--- src/rtl/fc_layer2_if.sv ---
// rtl/fc_layer2_if.sv - feature, weight and output memory bus of the dense stage
interface fc_layer2_if #(
  parameter int FAW = 12,
  parameter int WAW = 14
);
  logic           frd;
  logic [2:0]     fsel;
  logic [FAW-1:0] faddr;
  logic [19:0]    fdata;
  logic [WAW-1:0] waddr;
  logic [19:0]    wdata;
  logic           owr;
  logic [FAW-1:0] oaddr;
  logic [19:0]    odata;

  modport master (
    output frd, fsel, faddr, waddr, owr, oaddr, odata,
    input  fdata, wdata
  );
  modport slave (
    input  frd, fsel, faddr, waddr, owr, oaddr, odata,
    output fdata, wdata
  );
endinterface

--- src/rtl/fc_layer2.sv ---
// rtl/fc_layer2.sv - dense layer: MAC over pooled map, bias, round, saturate; FC_RELU_EN clamps negatives to 0
module fc_layer2 #(
  parameter int NFEAT = 1024,
  parameter int NOUT  = 10,
  parameter int FAW   = 12,
  parameter int WAW   = 14
) (
  input  logic        clk,
  input  logic        reset,
  input  logic        start,
  output logic        busy,
  output logic        done,
  fc_layer2_if.master bus
);
  localparam int KW = FAW + 1;
  localparam logic [KW-1:0]  KLAST = KW'(NFEAT - 1);
  localparam logic [FAW-1:0] NLAST = FAW'(NOUT - 1);
  localparam logic [WAW-1:0] NSTEP = WAW'(NFEAT + 1);
  localparam logic signed [47:0] SMAX = 48'sh7FFFF;
  localparam logic signed [47:0] SMIN = -48'sh80000;

  typedef enum logic [2:0] {IDLE, CLR, ISSUE, BIAS, DRAIN1, DRAIN2, WRITE, FIN} state_t;
  state_t state, state_nx;

  logic [KW-1:0]  k;
  logic [FAW-1:0] n;
  logic [WAW-1:0] nbase;
  logic           start_block;
  logic           fv, bv, pv;
  logic signed [39:0] mul, prod;
  logic signed [47:0] acc, shr, rnd;
  logic [19:0]    sat, res, ohold;

  // Holds off a start that lands on the same edge reset is released.
  always_ff @(posedge clk or posedge reset) begin
    if (reset) start_block <= 1'b1;
    else       start_block <= 1'b0;
  end

  always_ff @(posedge clk or posedge reset) begin
    if (reset) state <= IDLE;
    else       state <= state_nx;
  end

  always_comb begin
    state_nx = state;
    case (state)
      IDLE:   if (start && !start_block) state_nx = CLR;
      CLR:    state_nx = ISSUE;
      ISSUE:  if (k == KLAST) state_nx = BIAS;
      BIAS:   state_nx = DRAIN1;
      DRAIN1: state_nx = DRAIN2;
      DRAIN2: state_nx = WRITE;
      WRITE:  state_nx = (n == NLAST) ? FIN : CLR;
      FIN:    state_nx = IDLE;
      default: state_nx = IDLE;
    endcase
  end

  always_ff @(posedge clk or posedge reset) begin
    if (reset) begin
      k     <= '0;
      n     <= '0;
      nbase <= '0;
    end else begin
      if (state == CLR)   k <= '0;
      if (state == ISSUE) k <= k + 1'b1;
      if (state == WRITE && n != NLAST) begin
        n     <= n + 1'b1;
        nbase <= nbase + NSTEP;
      end
      if (state == FIN) begin
        n     <= '0;
        nbase <= '0;
      end
    end
  end

  // Memory data arrives registered one cycle after the address; bias rides the
  // same product slot pre-scaled by 2^16 so the accumulator sees one format.
  assign mul = $signed(bus.fdata) * $signed(bus.wdata);

  always_ff @(posedge clk or posedge reset) begin
    if (reset) begin
      fv   <= 1'b0;
      bv   <= 1'b0;
      pv   <= 1'b0;
      prod <= '0;
      acc  <= '0;
    end else begin
      fv <= (state == ISSUE);
      bv <= (state == BIAS);
      pv <= fv | bv;
      if (fv)      prod <= mul;
      else if (bv) prod <= {{4{bus.wdata[19]}}, bus.wdata, 16'h0000};
      if (state == CLR) acc <= '0;
      else if (pv)      acc <= acc + {{8{prod[39]}}, prod};
    end
  end

  assign shr = acc >>> 16;
  assign rnd = shr + $signed({47'd0, acc[15]});

  always_comb begin
    sat = rnd[19:0];
    if (rnd > SMAX)      sat = 20'h7FFFF;
    else if (rnd < SMIN) sat = 20'h80000;
  end

`ifdef FC_RELU_EN
  assign res = sat[19] ? 20'h00000 : sat;
`else
  assign res = sat;
`endif

  always_ff @(posedge clk or posedge reset) begin
    if (reset)               ohold <= '0;
    else if (state == WRITE) ohold <= res;
  end

  assign busy      = (state != IDLE) && (state != FIN);
  assign done      = (state == FIN);
  assign bus.frd   = (state == ISSUE);
  assign bus.fsel  = (state == ISSUE) ? 3'b011 : 3'b000;
  assign bus.faddr = (state == ISSUE) ? k[FAW-1:0] : '0;
  assign bus.waddr = (state == ISSUE) ? nbase + WAW'(k) :
                     (state == BIAS)  ? nbase + WAW'(NFEAT) : '0;
  assign bus.owr   = (state == WRITE);
  assign bus.oaddr = (state == WRITE) ? n : '0;
  assign bus.odata = (state == WRITE) ? res : ohold;
endmodule

--- src/flat_wrapper.sv ---
// flat-port wrapper written by rule: the top's interface ports become plain ports
module fc_layer2_flat 
#(
  parameter int NFEAT = 1024,
  parameter int NOUT  = 10,
  parameter int FAW   = 12,
  parameter int WAW   = 14
)
  (clk, reset, start, busy, done, bus_frd, bus_fsel, bus_faddr, bus_waddr, bus_owr, bus_oaddr, bus_odata, bus_fdata, bus_wdata);
  fc_layer2_if #(.FAW(FAW), .WAW(WAW)) bus_i ();
  input  logic clk;
  input  logic reset;
  input  logic start;
  output logic busy;
  output logic done;
  output wire logic [$bits(bus_i.frd)-1:0] bus_frd;
  output wire logic [$bits(bus_i.fsel)-1:0] bus_fsel;
  output wire logic [$bits(bus_i.faddr)-1:0] bus_faddr;
  output wire logic [$bits(bus_i.waddr)-1:0] bus_waddr;
  output wire logic [$bits(bus_i.owr)-1:0] bus_owr;
  output wire logic [$bits(bus_i.oaddr)-1:0] bus_oaddr;
  output wire logic [$bits(bus_i.odata)-1:0] bus_odata;
  input wire logic [$bits(bus_i.fdata)-1:0] bus_fdata;
  input wire logic [$bits(bus_i.wdata)-1:0] bus_wdata;
  assign bus_frd = bus_i.frd;
  assign bus_fsel = bus_i.fsel;
  assign bus_faddr = bus_i.faddr;
  assign bus_waddr = bus_i.waddr;
  assign bus_owr = bus_i.owr;
  assign bus_oaddr = bus_i.oaddr;
  assign bus_odata = bus_i.odata;
  assign bus_i.fdata = bus_fdata;
  assign bus_i.wdata = bus_wdata;
  fc_layer2 #(.NFEAT(NFEAT), .NOUT(NOUT), .FAW(FAW), .WAW(WAW)) u_core (.clk(clk), .reset(reset), .start(start), .busy(busy), .done(done), .bus(bus_i));
endmodule
--- config.mk ---
export PLATFORM = sky130hd
export DESIGN_NAME = fc_layer2_flat
export DESIGN_NICKNAME = d
export VERILOG_FILES = /design/src/rtl/fc_layer2_if.sv /design/src/rtl/fc_layer2.sv /design/src/flat_wrapper.sv
export SDC_FILE = /design/constraint.sdc
export NUM_CORES = 2
export LEC_CHECK = 0
export CORE_ASPECT_RATIO = 1.4
export CORE_MARGIN = 1
export CORE_UTILIZATION = 30
export DETAILED_ROUTE_END_ITERATION = 10
export PLACE_DENSITY_LB_ADDON = 0.15
export SLEW_MARGIN = 0
export SYNTH_ARGS = -nofsm -noshare
export SYNTH_HDL_FRONTEND = slang
export SYNTH_SLANG_ARGS = --single-unit
--- constraint.sdc ---
create_clock -name clk -period 5.3 [get_ports clk]
set_input_delay 1.06 -clock clk [delete_from_list [all_inputs] [get_ports clk]]
set_output_delay 1.06 -clock clk [all_outputs]
set_load 0.01 [all_outputs]
Word-level counts from Yosys, hierarchy flattened:

Cells that the tools add are included.

* add/sub/neg operators: 7
* multiply operators: 1
* div/mod/pow operators: 0
* order comparisons: 2
* eq/ne operators: 13
* shifts and indexed selects: 0
* mux-type cells: 22
* bitwise gates (word level): 1
* reductions and logical operators: 11

Operator list (number)
* $mux 48: 2
* $mux 40: 2
* $mux 20: 3
* $mux 14: 4
* $add 48x48->48: 1
* $gt 48x20->1 const B: 1
* $lt 48x20->1 const B: 1
* $mux 12: 4
* $mul 20x20->40: 1
* $add 32x2->33: 1
* $add 14x11->14 const B: 2
* $mux 13: 2
* $pmux 3 s8: 1
* $add 14x13->14: 1
* $add 13x1->13 const B: 1
* $eq 13x10->1 const B: 1
* $add 12x1->12 const B: 1
* $eq 12x4->1 const B: 1
* $eq 3x3->1 const B: 4
* $ne 12x4->1 const B: 1
* $mux 3: 3
* $reduce_bool 2->1: 4
* $eq 3x2->1 const B: 2
* $ne 2x1->1 const B: 2
* 9 further kinds: 11

* flip-flop bits (word level): 154
* latch bits: 0
* bits in writable memories: 0
* ROM bits: 0
* bits of input ports: 43
* output and inout bits: 65
* word-level logic and storage cells: 68
* memories kept: 0

Logic depth before layout (Yosys ltp):

* depth in word-level cells: 5
* depth in mapped cells: 29
* gate-level depth less buffers: 28

Least setup slack after synthesis:

No wires, ideal clock.

* path kind: input to register
* start point: in bus_fdata[19]
* end point: reg u_core.prod[38]
* setup time: 125 ps
* arrival: 7741 ps
* required time: 5175 ps
* slack: -2567 ps
* stages: 26
* buffers on the path: 1
* cell sequence: clkbuf_1 nand2_1 inv_1 fa_1 inv_1 fa_1 inv_1 fa_1 inv_1 fa_1 inv_1 fa_1 fa_1 inv_1 fa_1 inv_1 ha_1 nand2_1 nor2_1 a21oi_1 o31ai_4 a221oi_2 o21bai_1 a21o_1 a21oi_2 mux2_4

* longest elaborated chain between the ends: 2

Ends and longest elaborated chain
* start, declared: RTL line flat_wrapper.sv:23 `input wire logic [$bits(bus_i.fdata)-1:0] bus_fdata;`
* $mul 20x20->40: RTL line fc_layer2.sv:81 `assign mul = $signed(bus.fdata) * $signed(bus.wdata);`
* $mux 40: RTL line fc_layer2.sv:94 `if (fv) prod <= mul;`
* end signal, assigned: RTL line fc_layer2.sv:94
* end signal, assigned: RTL line fc_layer2.sv:95 `else if (bv) prod <= {{4{bus.wdata[19]}}, bus.wdata, 16'h0000};`
* end, declared: RTL line fc_layer2.sv:30 `logic signed [39:0] mul, prod;`

No other way between the ends.
A chain may end at the register's enable or synchronous reset.

Final worst setup path:

* start point: in bus_wdata[10]
* end point: reg u_core.prod[39]

* longest elaborated chain between the ends: 2

Ends and longest elaborated chain
* start, declared: RTL line flat_wrapper.sv:24 `input wire logic [$bits(bus_i.wdata)-1:0] bus_wdata;`
* $mul 20x20->40: RTL line fc_layer2.sv:81
* $mux 40: RTL line fc_layer2.sv:94

No other way between the ends.

==> results.md <==
* TritonCTS buffer count at 17
* Setup violators final at 32
* Hold Crit Class: flip-flop to flip-flop
* Yosys warning count at 0
* Routed WL at 78500 µm
* N_diodes at 0
* Nets at 3899
* Initial Util at 30.4%
* Initial antenna violation count at 2
* Clock Sinks at 154
* Layout cells sized above 1 at 24.3%
* Drt drc at 0
* Worst Setup SP: bus_wdata[10]
* Gate Count Post-Synth at 2875
* # rows at 126
* CP max FO at 7
* FMAX at 138 MHz
* Drt initial violations at 827
* Top_reg_cell synth: dfrtp_1
* Post-DRT Antenna Nets at 0
* Final hold vios at 0
* Final setup skew at 11.2 ps
* Crit path buf inv count at 7
* Grt total ovfl at 0
* Global-route wire length before repair at 125000 µm
* Slowest stage delay, CP at 550 ps
* Vias at 20551
* Largest net degree at the start of global routing at 92
* Clk buf depth at 2
* Sequential fraction of the synthesis area at 15.0%
* Critical path endpoint category: flip-flop
* Die Ht at 348 µm
* Buffers on Ports at 106
* Data required, critical path at 5620 ps
* CP top delay family: adder cells
* Violated checks: setup timing
* Kind of critical path: primary input to flip-flop
* Relative slew slack at 29.7%
* GP Congestion at 0.848
* Cts hold-fix bufs at 0
* Yosys reg bits at 154
* FF-to-FF Start: u_core.acc[26]$_DFFE_PP0P_
* Startpoint Class: primary input
* Core area at 84500 µm²
* Worst Setup Slack, final at -1950 ps
* Critical Path AT at 7560 ps
* Number of synthesized flops with an enable pin at 0
* Die Wd at 249 µm
* Gr usage total at 18.4%
* Vias in the first global route at 22537
* Finished Core Util at 39.9%
* Tmin final at 7250 ps
* Vias per Instance at 4.71
* Wire length per cell at 18.0 µm
* CP max-delay cell: fa_1
* Clk_lat worst skew at 450 ps
* Hold Startpoint: u_core.prod[0]$_DFFE_PP0P_
* Max capacitance violation total at 0
* Worst path most repeated cell: fa_1
* Final Max Tran Viols at 0
* CTS tree: yes
* Fill cells at 8293
* Synth cell types at 78
* Area grow syn2layout at 31.5%
* H-tree depth at 4
* RSZ-0062 raised after global routing: yes
* Fin crit share at 137%
* Mapped Area at 25700 µm²
* Syn_area_per_cell at 8.93 µm²
* Status: complete, but fails checks
* Clk root buf: clkbuf_16
* HPWL after DPL at 59900 µm
* Die area at 86800 µm²
* DR pass1 iterations at 5
* Worst Tran Pin Value at 1030 ps
* Clock input transition at the sequential cells of the worst setup and hold paths at 60 ps
* Ports at 108
* FFs w/ async S/R, synth at 100%
worst reg2reg max path: stages (launching register included):
cell and delay [ps]:
dfrtp_1 460, ha_1 430, a21oi_1 180, o21ai_0 170, a2111oi_0 920, a221oi_1 240
inv_1 140, o21ai_1 140, a221oi_2 370, o21ai_1 180, o41ai_1 370, a41oi_1 100
xor2_1 180, nor2_1 50
routing by layer:
metal	wire length, µm	vias to the layer above	GRT usage, %
li1	-	9721	-
met1	32500	10349	22.0
met2	41500	355	34.5
met3	1930	124	1.44
met4	2530	2	6.50
met5	13	-	0
cell usage after synthesis (9+ instances only):
library cell / number / area [µm²]
or3_1: 13 / 81.3
nor3_1: 16 / 80.1
xor2_1: 63 / 552
o22ai_1: 9 / 56.3
o31ai_1: 9 / 67.6
a211oi_1: 10 / 75.1
a31oi_1: 11 / 68.8
and2_1: 252 / 1580
o21ai_1: 10 / 50.1
o21bai_1: 10 / 75.1
inv_1: 558 / 2090
ha_1: 175 / 2190
clkbuf_1: 115 / 432
mux2i_1: 57 / 571
and3_1: 22 / 138
xnor2_1: 76 / 666
o211ai_1: 25 / 188
nand4_1: 15 / 93.8
o21ai_0: 101 / 505
a21o_1: 56 / 420
nand2_1: 287 / 1080
dfrtp_1: 153 / 3830
a21oi_1: 98 / 490
nor2_1: 137 / 514
fa_1: 422 / 8450
nand3_1: 51 / 255
nand2b_1: 18 / 113
sequential cells by signal, indices dropped and copies added (netlist names):
| register | flops |
|---|---|
| u_core.acc | 48 |
| u_core.bv | 1 |
| u_core.fv | 1 |
| u_core.k | 13 |
| u_core.n | 12 |
| u_core.nbase | 14 |
| u_core.ohold | 20 |
| u_core.prod | 40 |
| u_core.pv | 1 |
| u_core.start_block | 1 |
| u_core.state | 3 |
area by class of cell:
class | instances | area (µm²) | share of cell area (%)
Multi-Input combinational cell | 2034 | 20500 | 60.7
Timing Repair Buffer | 490 | 5260 | 15.6
Clock buffer | 22 | 464 | 1.38
Clock inverter | 10 | 190 | 0.563
Sequential cell | 154 | 3860 | 11.4
Inverter | 562 | 2130 | 6.31
Tap cell | 1088 | 1360 | 4.03
cells in the final DEF, fill, tap and decap left out, types with 11 or more instances in the layout:
master / netlist / layout
nand3_1: 51 / 50
nand2_1: 287 / 269
nor2_1: 137 / 125
nor3_1: 16 / 15
buf_8: 0 / 16
fa_1: 422 / 372
a31oi_1: 11 / 11
nand2b_1: 18 / 17
ha_1: 175 / 131
clkbuf_16: 0 / 18
and2_1: 252 / 185
buf_6: 0 / 71
and2_4: 0 / 67
buf_12: 0 / 53
xnor2_1: 76 / 67
o211ai_1: 25 / 25
a21oi_1: 98 / 80
inv_1: 558 / 477
and3_1: 22 / 19
inv_2: 0 / 75
a21oi_2: 2 / 20
nand4_1: 15 / 15
a21o_1: 56 / 56
clkdlybuf4s50_1: 0 / 68
o21ai_1: 10 / 38
buf_2: 2 / 13
o21ai_0: 101 / 68
or3_1: 13 / 11
buf_4: 4 / 245
dfrtp_1: 153 / 152
ha_4: 0 / 41
xor2_1: 63 / 63
fa_2: 0 / 50
mux2i_1: 57 / 57
what timing repair did:
item | CTS | global route
endpoints found under the setup margin | 35 | 53
setup buffers | 89 | 29
pin swaps | 189 | 103
resized for setup | 387 | 150
gates cloned | 17 | 1
path summary, 6_finish.rpt:
| kind | end | slack (ps) | depth (start not counted) |
|---|---|---|---|
| setup / recovery | u_core.prod[39]$_DFFE_PP0P_ | -1950 | 26 |
| hold / removal | u_core.prod[0]$_DFFE_PP0P_ | 500 | 1 |
| setup reg to reg | u_core.acc[47]$_DFFE_PP0P_ | 1250 | 13 |
| hold reg to reg | u_core.prod[0]$_DFFE_PP0P_ | 500 | 1 |
| max in group asynchronous | u_core.nbase[1]$_DFFE_PP0P_ | 3100 | 3 |
| min in group asynchronous | u_core.acc[9]$_DFFE_PP0P_ | 1180 | 2 |
logic make-up after synthesis:
family | after synthesis | synth area share [%]
other | 1 | 0.0146
adders and majority gates | 597 | 41.4
buffers and inverters | 688 | 10.1
muxes | 59 | 2.32
AOI/OAI and AO/OA | 391 | 9.90
DFF | 154 | 15.0
and+or+nand+nor | 846 | 16.4
xor gates and xnor gates | 139 | 4.74
per-stage QoR:
step           TNS, ps  instance area [µm²]  cells  worst slack [ps]  hold WS, ps
2_1_floorplan   -37990                26600   2876             -1970          454
3_3_place_gp    -71930                30700   4201             -2930          486
5_1_grt         -50620                33800   4360             -2170          528
6_report        -44720                33800   4360             -1950          502
3_5_place_dp    -73100                30700   4201             -3020          492
4_1_cts         -43940                33100   4335             -1990          507
Power is not shown: default switching activity piles up to over one toggle a cycle in this logic, so the estimate is an artifact.
